`src/rtl/z80_bus_timing_gen.sv`:
```
// Z80 bus timing generator: CPU clock-enable divider plus
// memory/IO wait-state insertion driven by bus strobe edges.
module z80_bus_timing_gen #(
  parameter int DIVW  = 3,
  parameter int WAITW = 2
) (
  input  logic             clk,
  input  logic             reset,
  input  logic [DIVW-1:0]  div_sel,
  input  logic [WAITW-1:0] mem_waits,
  input  logic [WAITW-1:0] io_waits,
  input  logic             mreq_n,
  input  logic             iorq_n,
  input  logic             m1_n,
  input  logic             rfsh_n,
  input  logic             ext_wait_n,
  output logic             clk_enable,
  output logic             wait_n,
  output logic             wait_active
);

  typedef enum logic [1:0] {
    S_IDLE,
    S_WAIT,
    S_HOLD
  } state_t;

  state_t           state;
  logic [DIVW-1:0]  cnt;
  logic [DIVW-1:0]  div_q;
  logic [WAITW-1:0] wcnt;
  logic             wait_int;
  logic             mreq_q;
  logic             iorq_q;
  logic             armed;
  logic             wrap;
  logic             mem_start;
  logic             io_start;

  assign wrap = (cnt == div_q);

  // The first enabled sample after reset only primes the edge
  // detector, so a strobe already low is not seen as a new fall.
  assign mem_start = armed & mreq_q & ~mreq_n & rfsh_n;
  assign io_start  = armed & iorq_q & ~iorq_n & m1_n;

  assign wait_n = wait_int & ext_wait_n;

  // Divider; ratio only reloads at the wrap so periods stay whole.
  always_ff @(posedge clk) begin
    if (reset) begin
      cnt        <= '0;
      div_q      <= div_sel;
      clk_enable <= 1'b0;
    end else begin
      clk_enable <= wrap;
      if (wrap) begin
        cnt   <= '0;
        div_q <= div_sel;
      end else begin
        cnt <= cnt + DIVW'(1);
      end
    end
  end

  // Strobe samples taken only on enabled CPU cycles.
  always_ff @(posedge clk) begin
    if (reset) begin
      mreq_q <= 1'b1;
      iorq_q <= 1'b1;
      armed  <= 1'b0;
    end else if (clk_enable) begin
      mreq_q <= mreq_n;
      iorq_q <= iorq_n;
      armed  <= 1'b1;
    end
  end

  // Wait-state FSM, advanced once per enabled CPU cycle.
  always_ff @(posedge clk) begin
    if (reset) begin
      state       <= S_IDLE;
      wcnt        <= '0;
      wait_int    <= 1'b1;
      wait_active <= 1'b0;
    end else if (clk_enable) begin
      unique case (state)
        S_IDLE: begin
          if (mem_start) begin
            if (mem_waits != '0) begin
              state       <= S_WAIT;
              wcnt        <= mem_waits;
              wait_int    <= 1'b0;
              wait_active <= 1'b1;
            end else begin
              state <= S_HOLD;
            end
          end else if (io_start) begin
            if (io_waits != '0) begin
              state       <= S_WAIT;
              wcnt        <= io_waits;
              wait_int    <= 1'b0;
              wait_active <= 1'b1;
            end else begin
              state <= S_HOLD;
            end
          end
        end
        S_WAIT: begin
          if (wcnt == WAITW'(1)) begin
            state       <= S_HOLD;
            wcnt        <= '0;
            wait_int    <= 1'b1;
            wait_active <= 1'b0;
          end else begin
            wcnt <= wcnt - WAITW'(1);
          end
        end
        S_HOLD: begin
          if (mreq_n & iorq_n) begin
            state <= S_IDLE;
          end
        end
        default: begin
          state <= S_IDLE;
        end
      endcase
    end
  end

endmodule
```
`config.mk`:
```
export PLATFORM = sky130hd
export DESIGN_NAME = z80_bus_timing_gen
export DESIGN_NICKNAME = d
export VERILOG_FILES = /design/src/rtl/z80_bus_timing_gen.sv
export SDC_FILE = /design/constraint.sdc
export NUM_CORES = 1
export LEC_CHECK = 0
export ABC_AREA = 1
export CAP_MARGIN = 10
export CORE_MARGIN = 2
export CORE_UTILIZATION = 40
export CTS_BUF_LIST = sky130_fd_sc_hd__clkbuf_16
export DETAILED_ROUTE_END_ITERATION = 7
export GPL_TIMING_DRIVEN = 0
export PLACE_DENSITY = 0.65
export SETUP_SLACK_MARGIN = 0.05
export SLEW_MARGIN = 25
export SYNTH_ARGS = -nofsm -noshare
export SYNTH_HDL_FRONTEND = slang
export SYNTH_SLANG_ARGS = --single-unit
```
`constraint.sdc`:
```
create_clock -name clk -period 1.4 [get_ports clk]
set_input_delay 0.28 -clock clk [delete_from_list [all_inputs] [get_ports clk]]
set_output_delay 0.28 -clock clk [all_outputs]
set_load 0.1 [all_outputs]
```
; Word level (Yosys, flattened, before mapping)
; Cells that the tools add are included.
; Widths: inputs -> output; s select.
[op_classes]
addsub = 2
eq_ne = 9
mux = 27
bitwise = 10
n_reduce_logical = 9
[op_table]
columns = cell, n
row1 = $mux 2, 11
row2 = $mux 1, 10
row3 = $ne 3x3->1 const B, 3
row4 = $and 1x1->1, 8
row5 = $reduce_bool 2->1, 4
row6 = $mux 3, 2
row7 = $pmux 2 s3, 1
row8 = $reduce_and 6->1, 1
row9 = $reduce_and 5->1, 1
row10 = $eq 2x1->1 const B, 2
row11 = $ne 2x2->1 const B, 2
row12 = $pmux 1 s2, 2
row13 = $pmux 2 s2, 1
row14 = $reduce_and 4->1, 1
row15 = $add 3x1->3 const B, 1
row16 = $eq 3x3->1, 1
row17 = $eq 2x2->1 const B, 1
row18 = $logic_not 2->1, 1
row19 = $not 1->1, 2
row20 = $reduce_or 2->1, 1
row21 = $sub 2x1->2 const B, 1
[totals]
register_bits = 16
output_inout_bits = 3
wordCells = 67

; Logic depth before layout (Yosys ltp)
; Gate-level depths: netlist of the first run.
[logic_depth]
word_depth = 6
ltp_mapped = 10

; Worst setup path before layout of the first run
; No wires, ideal clock.
[synth_timing]
path_type = flip-flop to flip-flop
startpoint = reg clk_enable
endpoint = reg state[0]
setup_time_ps = 117
arrival_ps = 1448
required_ps = 1283
path_slack_ps = -165
stages_incl_launch_ff = 5
n_path_buf = 0
synth_period_minus_slack_ps = 1565
cell_sequence = dfxtp_1 > nand2_2 > inv_4 > and3_1 > nor2_1
[synth_between]
elab_chain_len = 1
[synth_lines]
columns = item, line_no
row1 = start: declaration, 17  ; output logic clk_enable,
row2 = start signal: assignment, 56  ; clk_enable <= wrap;
row3 = $reduce_and 4->1 (no source line), --
row4 = end signal: assignment, 82  ; state <= S_IDLE;
row5 = end signal: assignment, 91  ; state <= S_WAIT;
row6 = end signal: assignment, 96  ; state <= S_HOLD;
row7 = end: declaration, 28  ; state_t state;
; No other way between the ends.
; A chain may end at the register's enable or synchronous reset.

; Final worst setup path of the first run
[layout_timing]
startpoint = in ext_wait_n
endpoint = out wait_n
[layout_between]
elab_chain_len = 1
[layout_lines]
columns = item, line_no
row1 = start: declaration, 16  ; input logic ext_wait_n,
row2 = $and 1x1->1, 47  ; assign wait_n = wait_int & ext_wait_n;
row3 = end: declaration, 18  ; output logic wait_n,
; No other way between the ends.

==> flow_summary.json, run 1 <==
{
  "num_vias": 717,
  "top_usage_layer": "met2",
  "cts_tree": "built",
  "syn_nets": 129,
  "yosysUniqueCellTypes": 22,
  "clockRootBuffer": "clkbuf_16",
  "use_met1_pct": 15.4,
  "drive_gt1_share_pct": 24.1,
  "synthSimpleGateAreaFrac_pct": 38.9,
  "path_max_fanout": 1,
  "clock.fmax_mhz": 767,
  "ys_warn_count": 0,
  "fin_cells": 160,
  "gp_congestion": 0.705,
  "synth_edf_count": 3,
  "use_met3_pct": 3.57,
  "finClkSkew_ns": 0.00307,
  "p_total_uw": 1310,
  "drv_cap": 0,
  "synth_cells": 113,
  "most-common-layout-cells": "27 x nand2_1, 16 x nor2_1, 12 x dfxtp_1",
  "grt_max_degree": 10,
  "critical-path-top-delay-family": "buffers and inverters",
  "status": "finished clean",
  "die_h_um": 50.2,
  "slew-limit-headroom_pct": 67.9,
  "worst_setup_path_end_kind": "output pin",
  "vias_per_cell": 4.48,
  "syn_area_per_cell_um2": 7.54,
  "post-route-period-util_pct": 93.1,
  "slowest_stage": "clkdlybuf4s50_1",
  "hp-class": "in -> reg",
  "core-area_mm2": 0.00198,
  "die_area_mm2": 0.00252,
  "syn2layout_area_growth_pct": 36.4,
  "crit_type": "in -> out",
  "cts_buffer_depth": 2,
  "detailed_place_hpwl_um": 1140,
  "rows": 16,
  "setup_tns_ns": 0,
  "antennaDiodeCount": 0,
  "dp_cells": 156,
  "reg2reg_slack_ns": 0.23,
  "drc_errors": 0,
  "htree_num_levels": 1,
  "ant_nets": 0,
  "cp_slowest_stage_delay_ns": 0.45,
  "ys_ff_latch": 16,
  "clock-sinks": 16,
  "detail_route.wirelength_um": 1460,
  "grt.total_usage_pct": 13.8,
  "seq_area_frac_synth_pct": 41.1,
  "setup_viol": 0,
  "use_met2_pct": 23.2,
  "rsz0062_at_grt": "true",
  "ios": 17,
  "firstDrtPassIters": 4,
  "crit_chain": "clkdlybuf4s50_1 > nand2_1 > inv_2 > buf_12",
  "wire_per_inst_um": 9.15,
  "min_period_ns": 1.30,
  "drv_slew": 0,
  "muxShareOfSynthArea_pct": 0,
  "async_reset_ff_share_pct": 0,
  "leakage_uw": 0.000540,
  "nets": 150,
  "synth-compound-area-share_pct": 5.14,
  "synthAdderAreaFrac_pct": 2.94,
  "netlist_area_um2": 852,
  "fillerInstances": 179,
  "initialDrtViolationCount": 4,
  "powerDensity_mw_per_mm2": 1120,
  "initial_core_util_pct": 43.0,
  "cts_buffers": 3,
  "synth_top_family_by_area": "simple AND/OR/NAND/NOR gates",
  "worstSetupStartpointType": "input pin",
  "io_buffers": 16,
  "hold_viol": 0,
  "synth_xor_area_share_pct": 4.11,
  "grt_overflow": 0,
  "worstPathRequired_ns": 1.12,
  "path_clk_slew_ns": 0.05,
  "cts_setup_buffers": 0,
  "crit_buf_inv": 3,
  "arrival_ns": 1.02,
  "worstMarginPinSlew_ns": 0.484,
  "grt_pass1_wl_um": 2620,
  "vdd_drop_max_uv": 840,
  "first_global_vias": 698,
  "clock_latency_ns": 0.25,
  "ys.flop_type": "dfxtp_1",
  "die_x_um": 50.2,
  "antenna_found_initial": 0,
  "final_common_cell": "nand2_1"
}
==> path summary, 6_finish.rpt <==
check | startpoint | endpoint | cells after the start
hold reg to reg | iorq_q | iorq_q | 2
setup / recovery | ext_wait_n | wait_n | 4
hold / removal | iorq_n | iorq_q | 3
setup reg to reg | armed | wcnt[1] | 9
==> through the flow <==
step / setup WS (ns) / hold slack (ns) / area [um^2] / utilization (%)
floorplan: 0.187 / 0.345 / 853 / -
global placement: -0.821 / 0.441 / 1050 / 52.8
detailed placement: -0.832 / 0.451 / 1050 / 52.8
CTS: 0.0144 / 0.464 / 1120 / 56.5
global route: 0.0481 / 0.367 / 1160 / 58.6
finish: 0.0965 / 0.349 / 1160 / 58.6
==> cells by family (layout without fill, tap and decap cells) <==
kind of cell	after synthesis	in the layout
buffers and inverters	17	37
adders and majority gates	2	2
AOI/OAI and AO/OA	6	6
and+or+nand+nor	68	68
xor gates and xnor gates	4	4
DFF	16	16
==> per-layer routing <==
layer | wire, um | share of wire (%)
met1 | 687 | 47
met2 | 675 | 46
met3 | 76 | 5.2
met4 | 24 | 1.6
met5 | 0 | 0
==> cells in the mapped netlist (2+ instances only) <==
| master | instances | area, um^2 |
|---|---|---|
| dfxtp_1 | 13 | 260 |
| a21oi_1 | 2 | 10.0 |
| inv_2 | 3 | 11.3 |
| nand3_1 | 8 | 40.0 |
| nor2_4 | 2 | 22.5 |
| edfxtp_1 | 3 | 90.1 |
| nor2_2 | 2 | 12.5 |
| inv_1 | 12 | 45.0 |
| ha_1 | 2 | 25.0 |
| nor2_1 | 16 | 60.1 |
| xnor2_1 | 4 | 35.0 |
| nand2_1 | 30 | 113 |
| nand2_2 | 4 | 25.0 |
| nand3_2 | 4 | 40.0 |
==> registers in the layout, indices dropped and copies added (netlist names) <==
signal and cells:
wcnt 2, state 2, wait_int 1, wait_active 1, armed 1, clk_enable 1
iorq_q 1, mreq_q 1, cnt 3, div_q 3
==> repair_timing <==
action / in CTS / in global routing
pin swaps: 0 / 3
hold buffers: 0 / 0
endpoints found under the setup margin: 6 / 7
resized for setup: 19 / 12
==> report_power, final <==
part / internal [uW] / switching (uW) / leakage, uW
clock: 378 / 171 / 0.0000385
sequential: 512 / 29.2 / 0.000136
combinational: 95.2 / 122 / 0.000365
==> worst register-to-register path, stage by stage (launching register included) <==
cell and delay, ns:
dfxtp_1 0.39, inv_1 0.07, nor2_1 0.08, nand2_1 0.07, nand3_2 0.08, nand3_2 0.08, nor2_4 0.14, nand2_1 0.06
nand2_1 0.05, nor2_1 0.04
==> area by class of cell <==
class,instances,area (um^2),area share (%)
clock buffer,3,75.1,6.46
clock inverter,1,3.75,0.323
inverter,17,67.6,5.81
multi-input combinational,80,460,39.6
sequential,16,352,30.2
tap,27,33.8,2.91
timing repair buffer,16,170,14.6
Power figures use the tool's default switching activity.
==> run 2: changes to the inputs <==
Settings changed: ABC_AREA 1 to unset.
==> run 2 against run 1 <==
  * Global-route usage grew 1.2 points
  * Critical endpoint unchanged
  * Cell count shrank 19%
  * Power grew 0.37%
  * Design area shrank 1.8%
  * Combinational power is essentially flat
  * Wire length grew 3.0%
  * Register-to-register slack lost 0.13 ns
==> flow_summary.json, run 2 <==
{
  "ys_ff_latch": 16,
  "post-route-util_pct": 58.8,
  "dr_wl_met2_um": 668,
  "p_sw_uw": 320,
  "r2r-end": "wcnt[1]",
  "initialDrtViolationCount": 0,
  "hold_buffers": 0,
  "drc_errors": 0,
  "routed-wl-met3_um": 78,
  "wire_per_inst_um": 11.7,
  "highest_layer": "met4",
  "die_x_um": 49.3,
  "synth_edf_count": 3,
  "rows": 16,
  "powerDensity_mw_per_mm2": 1150,
  "p_comb_share_pct": 16.6,
  "ant_nets": 0,
  "antenna_found_initial": 0,
  "ios": 17,
  "worst_setup_path_end_kind": "output pin",
  "ys_warn_count": 0,
  "yosys-top-cells-count": "13 x dfxtp_1, 13 x nor2_1, 5 x a211o_1, 5 x mux2i_1, 5 x nand2b_1",
  "syn2layout_area_growth_pct": 39.2,
  "yosys.area.top_type": "dfxtp_1",
  "drive_gt1_share_pct": 21.6,
  "cts_tree": "built",
  "worstMarginPinSlew_ns": 0.485,
  "crit_type": "in -> out",
  "rr_startpoint": "armed",
  "detailed_place_hpwl_um": 1150,
  "switching_share_pct": 24.4,
  "status": "finished clean",
  "drv_cap": 0,
  "synth_cells": 80,
  "initial_core_util_pct": 42.2,
  "htree_num_levels": 1,
  "syn_nets": 96,
  "synthTopCellsByArea": "dfxtp_1 32%, edfxtp_1 11%, mux2i_1 6.1%",
  "gp_congestion": 0.740,
  "detail_route.wirelength_um": 1510,
  "die_h_um": 49.3,
  "setup_tns_ns": 0,
  "finClkSkew_ns": 0.00285,
  "dpl_cell_area_mm2": 0.00102,
  "grt_overflow": 0,
  "most-common-layout-cells": "10 x nor2_1, 10 x dfxtp_1, 7 x clkdlybuf4s50_1",
  "seq_area_frac_synth_pct": 42.7,
  "vias_per_cell": 4.81,
  "worstPathRequired_ns": 1.12,
  "path_clk_slew_ns": 0.05,
  "setup_viol": 0,
  "nets": 119,
  "grt_max_degree": 11,
  "antennaDiodeCount": 0,
  "power_frac_seq_pct": 41.0,
  "whs_path_depth": 2,
  "first_global_vias": 637,
  "hold_viol": 0,
  "clockRootBuffer": "clkbuf_16",
  "fillerInstances": 177,
  "holdPathEnd": "mreq_q",
  "drv_slew": 0,
  "slew-limit-headroom_pct": 67.9,
  "clock.fmax_mhz": 754,
  "clock-sinks": 16,
  "hp-class": "in -> reg",
  "io_buffers": 16,
  "die_area_mm2": 0.00243,
  "async_reset_ff_share_pct": 0,
  "cts_buffer_depth": 2,
  "ys.flop_type": "dfxtp_1",
  "clock_latency_ns": 0.25,
  "firstDrtPassIters": 1,
  "min_period_ns": 1.33,
  "hp-start": "mreq_n",
  "num_vias": 621,
  "p_clk_share_pct": 42.3,
  "reg2reg_slack_ns": 0.10,
  "intPower_uw": 991,
  "core-area_mm2": 0.00194,
  "vdd_drop_max_uv": 950,
  "leakage_uw": 0.000482,
  "stdcell_area_mm2": 0.00114,
  "r2r_cells": 4,
  "yosysUniqueCellTypes": 30,
  "arrival_ns": 1.05,
  "worstSetupStartpointType": "input pin",
  "syn_area_per_cell_um2": 10.2,
  "cts_buffers": 3,
  "post-route-period-util_pct": 94.7,
  "drt-met1-wl_um": 714,
  "p_total_uw": 1310,
  "biggestRegsByFlops": "cnt (3), div_q (3)",
  "rsz0062_at_grt": "true",
  "path_max_fanout": 1,
  "grt_pass1_wl_um": 2710,
  "yosys.area.top_type_share_pct": 31.8,
  "netlist_area_um2": 820,
  "grt.total_usage_pct": 14.9
}
run 2: critical path, cell delays in order:
cell and delay, ns:
clkdlybuf4s50_1 0.46, and2_4 0.15, buf_12 0.16
run 2: per-layer routing:
layer  vias up  GRT usage (%)
met5         -              0
met4         0           11.4
met3         4           3.68
met2        15           21.8
met1       274           18.7
li1        328              -
run 2: worst max-delay path by stage:
stage / startpoint / end / slack [ns]
6_report: ext_wait_n / wait_n / 0.07
5_1_grt: armed / wcnt[1] / 0.03
4_1_cts: io_waits[0] / wcnt[1] / 0.07
3_5_place_dp: ext_wait_n / wait_n / -0.84
3_3_place_gp: ext_wait_n / wait_n / -0.84
2_1_floorplan: wait_active / wait_active / 0.05
run 2: metrics by stage:
stage	hold WS [ns]	setup WS (ns)	instances
floorplan	0.379	0.0533	80
global placement	0.445	-0.842	123
detailed placement	0.465	-0.844	123
CTS	0.440	0.0706	128
global route	0.447	0.0347	129
finish	0.413	0.0740	129
run 2: repair_timing:
action | 4_1_cts | 5_1_grt
setup buffers | 1 | 1
pin swaps | 4 | 2
cloned | 0 | 0
gates resized for setup | 31 | 6
endpoints found under the setup margin | 9 | 3
run 2: logic make-up after synthesis:
group	count (synthesis)	share of synthesized area (%)
AOI/OAI and AO/OA	17	18.5
xor gates and xnor gates	4	4.27
DFF	16	42.7
adders and majority gates	2	3.05
muxes	5	6.11
buffers and inverters	5	2.44
and+or+nand+nor	31	22.9
run 2: area by class of cell:
class                   count  area (um^2)  area share, %
inverters                   3         11.3          0.987
repair buffers             18          180           15.8
multi-input cells          59          468           41.0
clock inverters             1         3.75          0.329
plain buffers               2         10.0          0.877
well taps                  27         33.8           2.96
clock buffers               3         75.1           6.58
flip-flops and latches     16          359           31.5
run 2: power groups by stage:
stage                     Clock [uW]  Sequential, uW  Combinational, uW
after floorplan                    0             565                119
after global placement             0             544                208
after detailed placement           0             546                216
after CTS                        566             538                219
after global routing             592             542                242
final                            555             538                218
==> run 3: changes to the inputs <==
Settings changed: CORE_UTILIZATION 40 to 48, PLACE_DENSITY 0.65 to 0.76.
==> run 3 against run 2 <==
  * Global-route usage up 4.4 points
  * Largest cell class unchanged
  * Largest power group unchanged
  * Maximum frequency shrank 2.7%
  * Register-to-register slack worse by 0.04 ns
==> flow_summary.json, run 3 (synthesized netlist as in run 2, its figures left out) <==
{
  "status": "finished clean",
  "leakage_uw": 0.000471,
  "path_clk_slew_ns": 0.05,
  "fillerInstances": 116,
  "worstMarginPinSlew_ns": 0.487,
  "drv_slew": 0,
  "num_vias": 654,
  "cts_buffers": 3,
  "drc_errors": 0,
  "stdcell_area_mm2": 0.00114,
  "place_ws_ns": -0.845,
  "die_area_mm2": 0.00205,
  "grt_overflow": 0,
  "post-route-period-util_pct": 97.3,
  "clock.fmax_mhz": 734,
  "drv_cap": 0,
  "worstSetupStartpointType": "input pin",
  "hold_buffers": 0,
  "reg2reg_slack_ns": 0.06,
  "fin_cells": 119,
  "dp_cells": 112,
  "most-common-layout-cells": "11 x dfxtp_1, 10 x nor2_1, 8 x clkdlybuf4s50_1",
  "rr_startpoint": "armed",
  "io_buffers": 16,
  "r2r_cells": 4,
  "slew-limit-headroom_pct": 67.7,
  "ant_nets": 0,
  "whs_path_depth": 2,
  "core-area_mm2": 0.00156,
  "min_period_ns": 1.36,
  "r2r-end": "wcnt[0]",
  "antennaDiodeCount": 0,
  "grt.total_usage_pct": 19.3,
  "clock-sinks": 16,
  "p_sw_uw": 322,
  "drive_gt1_share_pct": 24.3,
  "hold_viol": 0,
  "p_comb_share_pct": 17.2,
  "rows": 14,
  "first_global_vias": 639,
  "gp_congestion": 0.798,
  "ios": 17,
  "vdd_drop_max_uv": 933,
  "detail_route.wirelength_um": 1690,
  "intPower_uw": 993,
  "die_h_um": 45.3,
  "biggestRegsByFlops": "cnt (3), div_q (3)",
  "worstPathRequired_ns": 1.57,
  "vias_per_cell": 5.50,
  "antenna_found_initial": 0,
  "rsz0062_at_grt": "true",
  "grt_max_degree": 11,
  "htree_num_levels": 1,
  "post-route-util_pct": 72.9,
  "firstDrtPassIters": 4,
  "clockRootBuffer": "clkbuf_16",
  "syn2layout_area_growth_pct": 38.6,
  "nets": 120,
  "dpl_cell_area_mm2": 0.00100,
  "initialDrtViolationCount": 11,
  "critPathCapture": "wcnt[0]",
  "powerDensity_mw_per_mm2": 1160,
  "crit_type": "in -> reg",
  "setup_viol": 0,
  "fin_ws_ns": 0.0377,
  "hp-class": "in -> reg",
  "worst_setup_path_end_kind": "register",
  "grt_pass1_wl_um": 2760,
  "detailed_place_hpwl_um": 1130,
  "path_max_fanout": 3,
  "initial_core_util_pct": 52.6,
  "cts_buffer_depth": 2,
  "crit_path_start": "io_waits[0]",
  "arrival_ns": 1.53,
  "clock_latency_ns": 0.24,
  "cts_tree": "built",
  "die_x_um": 45.3,
  "final_common_cell": "dfxtp_1",
  "power_frac_seq_pct": 40.8,
  "p_clk_share_pct": 42.0,
  "switching_share_pct": 24.5,
  "wire_per_inst_um": 14.2,
  "finClkSkew_ns": 0.00503
}
==> run 3: how the worst min path moves through the flow <==
stage | endpoint | slack (ns) | startpoint
2_1_floorplan | div_q[0] | 0.38 | div_sel[0]
3_3_place_gp | cnt[0] | 0.44 | cnt[0]
3_5_place_dp | cnt[0] | 0.45 | cnt[0]
4_1_cts | mreq_q | 0.45 | mreq_n
5_1_grt | iorq_q | 0.44 | iorq_n
6_report | iorq_q | 0.42 | iorq_n
==> run 3: worst max-delay path, stage by stage <==
cell             delay [ns]
clkdlybuf4s50_1        0.46
nor2_4                 0.16
nor3b_4                0.07
o311ai_4               0.33
mux2i_1                0.23
==> run 3: through the flow <==
step	hold slack (ns)	power, uW	setup TNS, ns
global placement	0.436	750	-3.69
floorplan	0.379	684	0
global route	0.438	1370	-0.00227
CTS	0.446	1310	0
finish	0.416	1320	0
detailed placement	0.447	756	-4.14
==> run 3: layout make-up <==
class | instances | area, um^2 | share of cell area, %
Buffer | 2 | 10.0 | 0.881
Clock buffer | 3 | 75.1 | 6.61
Clock inverter | 1 | 3.75 | 0.330
Inverter | 3 | 11.3 | 0.991
Multi-Input combinational cell | 59 | 479 | 42.2
Sequential cell | 16 | 355 | 31.3
Tap cell | 16 | 20.0 | 1.76
Timing Repair Buffer | 19 | 181 | 16.0
==> run 3: layer usage <==
layer	global-route usage (%)	up-vias	wire [um]
met1	26.8	296	834
met3	6.00	4	68
li1	-	334	-
met4	9.41	0	27
met2	27.1	20	758
met5	0	-	0
==> run 3: power by group through the flow <==
stage	clock network (uW)	logic [uW]	registers, uW
after floorplan	0	119	565
after global placement	0	207	543
after detailed placement	0	211	544
after CTS	559	217	536
after global routing	581	249	541
final	553	226	537
==> run 3: what timing repair did <==
item,in CTS,in global routing
buffers inserted,3,0
gates resized for setup,29,7
endpoints found under the setup margin,9,9
pin swaps,4,4
